File: config.mk
export PLATFORM = sky130hd
export DESIGN_NAME = mem_arbiter
export DESIGN_NICKNAME = d
export VERILOG_FILES = /design/src/rtl/dtw_mem_pkg.sv /design/src/rtl/mem_arbiter.sv
export SDC_FILE = /design/constraint.sdc
export NUM_CORES = 1
export LEC_CHECK = 0
export ABC_AREA = 0
export CAP_MARGIN = 20
export CORE_AREA = 2 2 91 93
export CTS_CLUSTER_SIZE = 24
export DETAILED_ROUTE_END_ITERATION = 8
export DIE_AREA = 0 0 93 95
export GPL_ROUTABILITY_DRIVEN = 0
export PLACE_DENSITY = 0.77
export SLEW_MARGIN = 20
export SYNTH_ARGS = -nofsm -noshare
export SYNTH_HDL_FRONTEND = slang
export SYNTH_SLANG_ARGS = --single-unit
File: constraint.sdc
create_clock -name i_clk -period 4.2 [get_ports i_clk]
set_input_delay 1.26 -clock i_clk [delete_from_list [all_inputs] [get_ports i_clk]]
set_output_delay 1.26 -clock i_clk [all_outputs]
set_load 0.03 [all_outputs]
File: src/rtl/dtw_mem_pkg.sv
// rtl/dtw_mem_pkg.sv - shared memory geometry and arbiter state type
package dtw_mem_pkg;

  localparam int AW        = 10;
  localparam int DW        = 32;
  localparam int MEM_DEPTH = 1024;

  typedef enum logic [1:0] {
    IDLE  = 2'd0,
    OWN_A = 2'd1,
    OWN_B = 2'd2
  } arb_state_t;

endpackage

File: src/rtl/mem_arbiter.sv
// rtl/mem_arbiter.sv - two-requester single-port memory arbiter with
// round-robin selection, lockable bursts and a bounded hold time
module mem_arbiter
  import dtw_mem_pkg::*;
#(
  parameter int AW       = dtw_mem_pkg::AW,
  parameter int DW       = dtw_mem_pkg::DW,
  parameter int MAX_HOLD = 32
) (
  input  logic          i_clk,
  input  logic          i_rst,

  input  logic          i_a_req,
  input  logic          i_a_lock,
  input  logic          i_a_wr,
  input  logic [AW-1:0] i_a_addr,
  input  logic [DW-1:0] i_a_wdata,
  output logic          o_a_gnt,
  output logic          o_a_rvalid,
  output logic [DW-1:0] o_a_rdata,

  input  logic          i_b_req,
  input  logic          i_b_lock,
  input  logic          i_b_wr,
  input  logic [AW-1:0] i_b_addr,
  input  logic [DW-1:0] i_b_wdata,
  output logic          o_b_gnt,
  output logic          o_b_rvalid,
  output logic [DW-1:0] o_b_rdata,

  output logic          o_mem_CS,
  output logic          o_mem_WR,
  output logic [AW-1:0] o_mem_addr,
  output logic [DW-1:0] o_mem_data,
  input  logic [DW-1:0] i_mem_data
);

  localparam int HW = (MAX_HOLD < 2) ? 1 : $clog2(MAX_HOLD + 1);

  arb_state_t    state, state_next;
  logic          rr_b, rr_b_next;
  logic [HW-1:0] hold_cnt, hold_cnt_next;
  logic          hold_expired;
  logic          gnt_a, gnt_b;
  logic          a_rvalid, b_rvalid;

  always_ff @(posedge i_clk or posedge i_rst) begin
    if (i_rst) begin
      state    <= IDLE;
      rr_b     <= 1'b0;
      hold_cnt <= '0;
    end else begin
      state    <= state_next;
      rr_b     <= rr_b_next;
      hold_cnt <= hold_cnt_next;
    end
  end

  // hold_cnt is zero on the first owned cycle, so MAX_HOLD-1 marks the last one
  assign hold_expired = (hold_cnt == HW'(MAX_HOLD - 1));

  always_comb begin
    state_next    = state;
    rr_b_next     = rr_b;
    hold_cnt_next = '0;
    if (gnt_a) begin
      rr_b_next = 1'b1;
    end else if (gnt_b) begin
      rr_b_next = 1'b0;
    end
    case (state)
      IDLE: begin
        if (gnt_a && i_a_lock) begin
          state_next = OWN_A;
        end else if (gnt_b && i_b_lock) begin
          state_next = OWN_B;
        end
      end
      OWN_A: begin
        if (!i_a_lock) begin
          state_next = IDLE;
        end else if (hold_expired) begin
          state_next = IDLE;
          rr_b_next  = 1'b1;
        end else begin
          hold_cnt_next = hold_cnt + 1'b1;
        end
      end
      OWN_B: begin
        if (!i_b_lock) begin
          state_next = IDLE;
        end else if (hold_expired) begin
          state_next = IDLE;
          rr_b_next  = 1'b0;
        end else begin
          hold_cnt_next = hold_cnt + 1'b1;
        end
      end
      default: state_next = IDLE;
    endcase
  end

  // Grants are gated by reset so nothing reaches the memory while it is held
  always_comb begin
    gnt_a = 1'b0;
    gnt_b = 1'b0;
    if (!i_rst) begin
      case (state)
        IDLE: begin
          if (i_a_req && i_b_req) begin
            gnt_a = !rr_b;
            gnt_b = rr_b;
          end else begin
            gnt_a = i_a_req;
            gnt_b = i_b_req;
          end
        end
        OWN_A:   gnt_a = i_a_req;
        OWN_B:   gnt_b = i_b_req;
        default: ;
      endcase
    end
  end

  always_comb begin
    o_mem_CS   = 1'b1;
    o_mem_WR   = 1'b0;
    o_mem_addr = '0;
    o_mem_data = '0;
    if (gnt_a) begin
      o_mem_CS   = 1'b0;
      o_mem_WR   = i_a_wr;
      o_mem_addr = i_a_addr;
      o_mem_data = i_a_wdata;
    end else if (gnt_b) begin
      o_mem_CS   = 1'b0;
      o_mem_WR   = i_b_wr;
      o_mem_addr = i_b_addr;
      o_mem_data = i_b_wdata;
    end
  end

  always_ff @(posedge i_clk or posedge i_rst) begin
    if (i_rst) begin
      a_rvalid <= 1'b0;
      b_rvalid <= 1'b0;
    end else begin
      a_rvalid <= gnt_a & ~i_a_wr;
      b_rvalid <= gnt_b & ~i_b_wr;
    end
  end

  assign o_a_gnt    = gnt_a;
  assign o_b_gnt    = gnt_b;
  assign o_a_rvalid = a_rvalid;
  assign o_b_rvalid = b_rvalid;
  assign o_a_rdata  = a_rvalid ? i_mem_data : '0;
  assign o_b_rdata  = b_rvalid ? i_mem_data : '0;

endmodule

After elaboration in Yosys (flattened, before gate mapping)
Index checks and enable logic that the tools add are counted.
{"block": "totals", "output_inout_bits": 112, "elab_cells": 52, "register_bits": 11, "input_bits": 124}
{"block": "op_classes", "mux": 33, "addsub": 1, "eq_ne": 4, "bitwise": 4, "n_reduce_logical": 5}
{"cell": "$mux 32", "n": 4}
{"cell": "$mux 10", "n": 2}
{"cell": "$mux 6", "n": 3}
{"cell": "$mux 1", "n": 14}
{"cell": "$pmux 6 s2", "n": 1}
{"cell": "$mux 2", "n": 5}
{"cell": "$add 6x1->6 const B", "n": 1}
{"cell": "$eq 6x5->1 const B", "n": 1}
{"cell": "$pmux 1 s2", "n": 3}
{"cell": "$pmux 2 s3", "n": 1}
{"cell": "$logic_and 1x1->1", "n": 3}
{"cell": "$ne 3x3->1 const B", "n": 1}
{"cell": "$and 1x1->1", "n": 2}
{"cell": "$eq 2x1->1 const B", "n": 1}
{"cell": "$eq 2x2->1 const B", "n": 1}
{"cell": "$logic_not 2->1", "n": 1}
{"cell": "$not 1->1", "n": 2}
{"cell": "$logic_not 1->1", "n": 1}

Logic depth before layout (Yosys ltp)
{"block": "depth", "word_depth": 9, "mapped_depth": 7}

Worst setup path after synthesis
Ideal clock, no wire load.
{"block": "synth_timing", "kind": "input to output", "start": "in i_b_req", "end": "out o_mem_addr[0]", "path_buffers": 1, "slack_ns": 0.581, "stages": 4, "required_time_ns": 2.940, "arrival_time_ns": 2.359, "cell_sequence": "or2b_1 > nor3_4 > buf_6 > a22o_1"}
{"block": "synth_via", "elab_chain_cells": 6, "elab_cells_between_ends": 9, "cone_classes": "8 x mux; 1 x reduce/logical"}
{"item": "start: declaration", "line_no": "mem_arbiter.sv:22", "text": "input logic i_b_req,"}
{"item": "$logic_and 1x1->1", "line_no": "mem_arbiter.sv:110", "text": "if (i_a_req && i_b_req) begin"}
{"item": "$mux 1", "line_no": "mem_arbiter.sv:110"}
{"item": "$pmux 1 s2", "line_no": "mem_arbiter.sv:108", "text": "case (state)"}
{"item": "$mux 1", "line_no": "mem_arbiter.sv:107", "text": "if (!i_rst) begin"}
{"item": "$mux 10", "line_no": "mem_arbiter.sv:135", "text": "end else if (gnt_b) begin"}
{"item": "$mux 10 *", "line_no": "mem_arbiter.sv:130", "text": "if (gnt_a) begin"}
{"item": "end: declaration", "line_no": "mem_arbiter.sv:33", "text": "output logic [AW-1:0] o_mem_addr,"}
Every way passes the cells marked *; elsewhere a longest branch is shown, timed or not.

Worst setup path after layout
{"block": "layout_timing", "start": "in i_rst", "end": "out o_mem_addr[2]"}
{"block": "layout_via", "elab_chain_cells": 3, "elab_cells_between_ends": 4, "cone_classes": "4 x mux"}
{"item": "start: declaration", "line_no": "mem_arbiter.sv:11", "text": "input logic i_rst,"}
{"item": "$mux 1", "line_no": "mem_arbiter.sv:107"}
{"item": "$mux 10", "line_no": "mem_arbiter.sv:135"}
{"item": "$mux 10 *", "line_no": "mem_arbiter.sv:130"}
Marked as above.

==> results.ini <==
[run_status]
outcome=finished clean

[yosys]
yosys.area_share.simple_pct=36.1
synth_edf_count=0
synthAdderAreaFrac_pct=4.10
async_reset_ff_share_pct=100
ys_ff_latch=11
ys.flop_type=dfrtp_1
synth_mux_area_share_pct=0
ys_warn_count=0
synth_top_family_by_area=simple AND/OR/NAND/NOR gates
yosysUniqueCellTypes=32
synth-seq-area-share_pct=18.0
synth_top_area_cell=and2_1
syn-instance-count=185
postSynthAreaPerCell_um2=8.24
synth-xor-area-share_pct=2.30
syn-num-nets=314
synth_area_mm2=0.00153
synth.top_cell.area_share_pct=26.7
synth_compound_area_share_pct=32.3
ys_top_cells_by_area=and2_1 (27%), a22o_1 (25%), dfrtp_1 (18%), ha_1 (4.1%), buf_6 (3.0%)

[grt]
antenna_found_initial=0
grt_max_degree=43
grt-ovfl-total=0
grt_use_total_pct=16.0
grt_pass1_wl_mm=11.1
grt_pass1_vias=2230

[detailed_routing]
drtAntennaViolNets=0
num_vias=2366
drc=0
drt_pre_antenna_iters=4
wl_per_cell_um=16.5
routed_wl_mm=8.63
first_iter_violations=29
via_per_inst=4.53

[setup_path]
critPathMaxStageDelay_ns=0.49
crit_slowest_cell=clkdlybuf4s50_1
cpLargestDelayFamily=buffers and inverters
crit_buf_inv=4
cp-start-kind=primary input
end_kind=output pin
crit_type=in2out
cp.required_ns=2.94
crit_chain=clkdlybuf4s50_1, or2b_1, nor3_4, buf_12, clkbuf_16, a22o_1, buf_4
worstPathMaxFanout=11
cp_data_arrival_time_ns=2.90

[clock_network]
cts_tree=done
clkTransAtPathRegs_ns=0.05
htreeDepth=1
cts_buffers=3
ctsHoldBuffers=0
cts_root_buffer=clkbuf_8
clk_latency_ns=0.23
clock-sinks=11
clock_path_buffers=2

[timing]
hold_violations=0
fmax_mhz=240
fin_crit_sh_pct=99.0
finalSetupViolCount=0
tightest_slew_ns=0.779
fin_ws_ns=0.0402
slew_violations=0
min_period_ns=4.16
relSlewSlack_pct=48.1
finClkSkew_ns=0.000492

[final_layout]
final_common_cell=clkdlybuf4s50_1
num-nets-final=547
n_antenna_cell=0
final_cell_mix=clkdlybuf4s50_1 (188), and2_1 (65), a22o_1 (41), buf_4 (38), buf_12 (12)
fillers=712
layout-drive-gt1-share_pct=15.8
instances_no_fill=522
syn2layout_area_growth_pct=171

[floorplan]
die_w_um=93
fp.coreArea_mm2=0.00793
start_util_pct=19.2
die_h_um=95
ios=236
num_rows=33
dieArea_mm2=0.00884

[run]
max_cap_violations=0

[placed_design]
place_inst=514
preCtsSetupSlack_ns=0.0616
portBuffers=235
dpl.hpwl_mm=7.14

[power]
leakage_nw=1.73
peakVddDrop_mv=0.142
powerDensity_mw_per_mm2=292

[hold_path]
hold_class=reg2reg

## power breakdown
| group | leakage, nW | internal, mW | total [mW] | switching, mW |
|---|---|---|---|---|
| clock | 0.0228 | 0.0662 | 0.101 | 0.0343 |
| combinational | 1.56 | 0.468 | 0.958 | 0.491 |
| sequential | 0.150 | 0.120 | 0.150 | 0.0299 |
## cell usage after synthesis, drive strengths merged, types with 2 or more instances
master / instances
and3: 2
xor2: 2
a22o: 44
nor2: 4
nor2b: 3
nor3b: 2
nor3: 5
clkbuf: 8
nand3: 2
nand2: 3
nand2b: 2
xnor2: 2
and2: 65
buf: 7
a32o: 2
dfrtp: 11
ha: 5
inv: 5
## area by class of cell
type / count / area (um^2) / share of cell area, %
multi-input cells: 154 / 1170 / 28.3
clock buffers: 4 / 45.0 / 1.09
well taps: 105 / 131 / 3.18
inverters: 5 / 18.8 / 0.454
flip-flops and latches: 11 / 275 / 6.66
repair buffers: 243 / 2490 / 60.3
## cell families after synthesis
kind of cell,Yosys count
and+or+nand+nor,89
AOI/OAI and AO/OA,56
xor gates and xnor gates,4
DFF,11
adders and majority gates,5
buffers and inverters,20
## layer usage
metal  GRT usage [%]  share of wire [%]  vias to the layer above
met2            32.3                 54                      158
li1                -                  -                     1130
met5               0                  0                        -
met4            5.88                4.2                        0
met1            15.7                 33                     1058
met3            3.83                8.9                       20
## final timing paths
| path | from | end | slack, ns | cells after the start |
|---|---|---|---|---|
| worst max register to register | state[0]$_DFFE_PP0P_ | state[1]$_DFFE_PP0P_ | 2.45 | 7 |
| min in group asynchronous | i_rst | o_b_rvalid$_DFF_PP0_ | 1.46 | 2 |
| max in group asynchronous | i_rst | hold_cnt[2]$_DFF_PP0_ | 2.45 | 2 |
| worst max-delay path | i_rst | o_mem_addr[2] | 0.04 | 7 |
| worst min register to register | hold_cnt[0]$_DFF_PP0_ | hold_cnt[0]$_DFF_PP0_ | 0.47 | 1 |
| worst min-delay path | hold_cnt[0]$_DFF_PP0_ | hold_cnt[0]$_DFF_PP0_ | 0.47 | 1 |
## metrics by stage
stage	hold slack, ns	utilization [%]	total power, mW	setup TNS [ns]	instance area, um^2
floorplan	0.435	-	0.640	0	1530
global placement	0.451	50.1	1.06	0	3970
detailed placement	0.464	50.1	1.07	0	3970
CTS	0.470	50.7	1.17	0	4020
global route	0.490	52.1	1.26	-0.0158	4130
finish	0.468	52.1	1.21	0	4130
## what timing repair did
action / in CTS / in global routing
endpoints found under the setup margin: 0 / 17
hold endpoints to repair: 0 / 0
buffers inserted: 0 / 1
resized for setup: 0 / 6
## state kept, by name, summed over array words and instances (netlist names)
| name | flops |
|---|---|
| rr_b | 1 |
| o_a_rvalid | 1 |
| o_b_rvalid | 1 |
| hold_cnt | 6 |
| state | 2 |
Note: power is estimated with default switching activity, not from simulation.
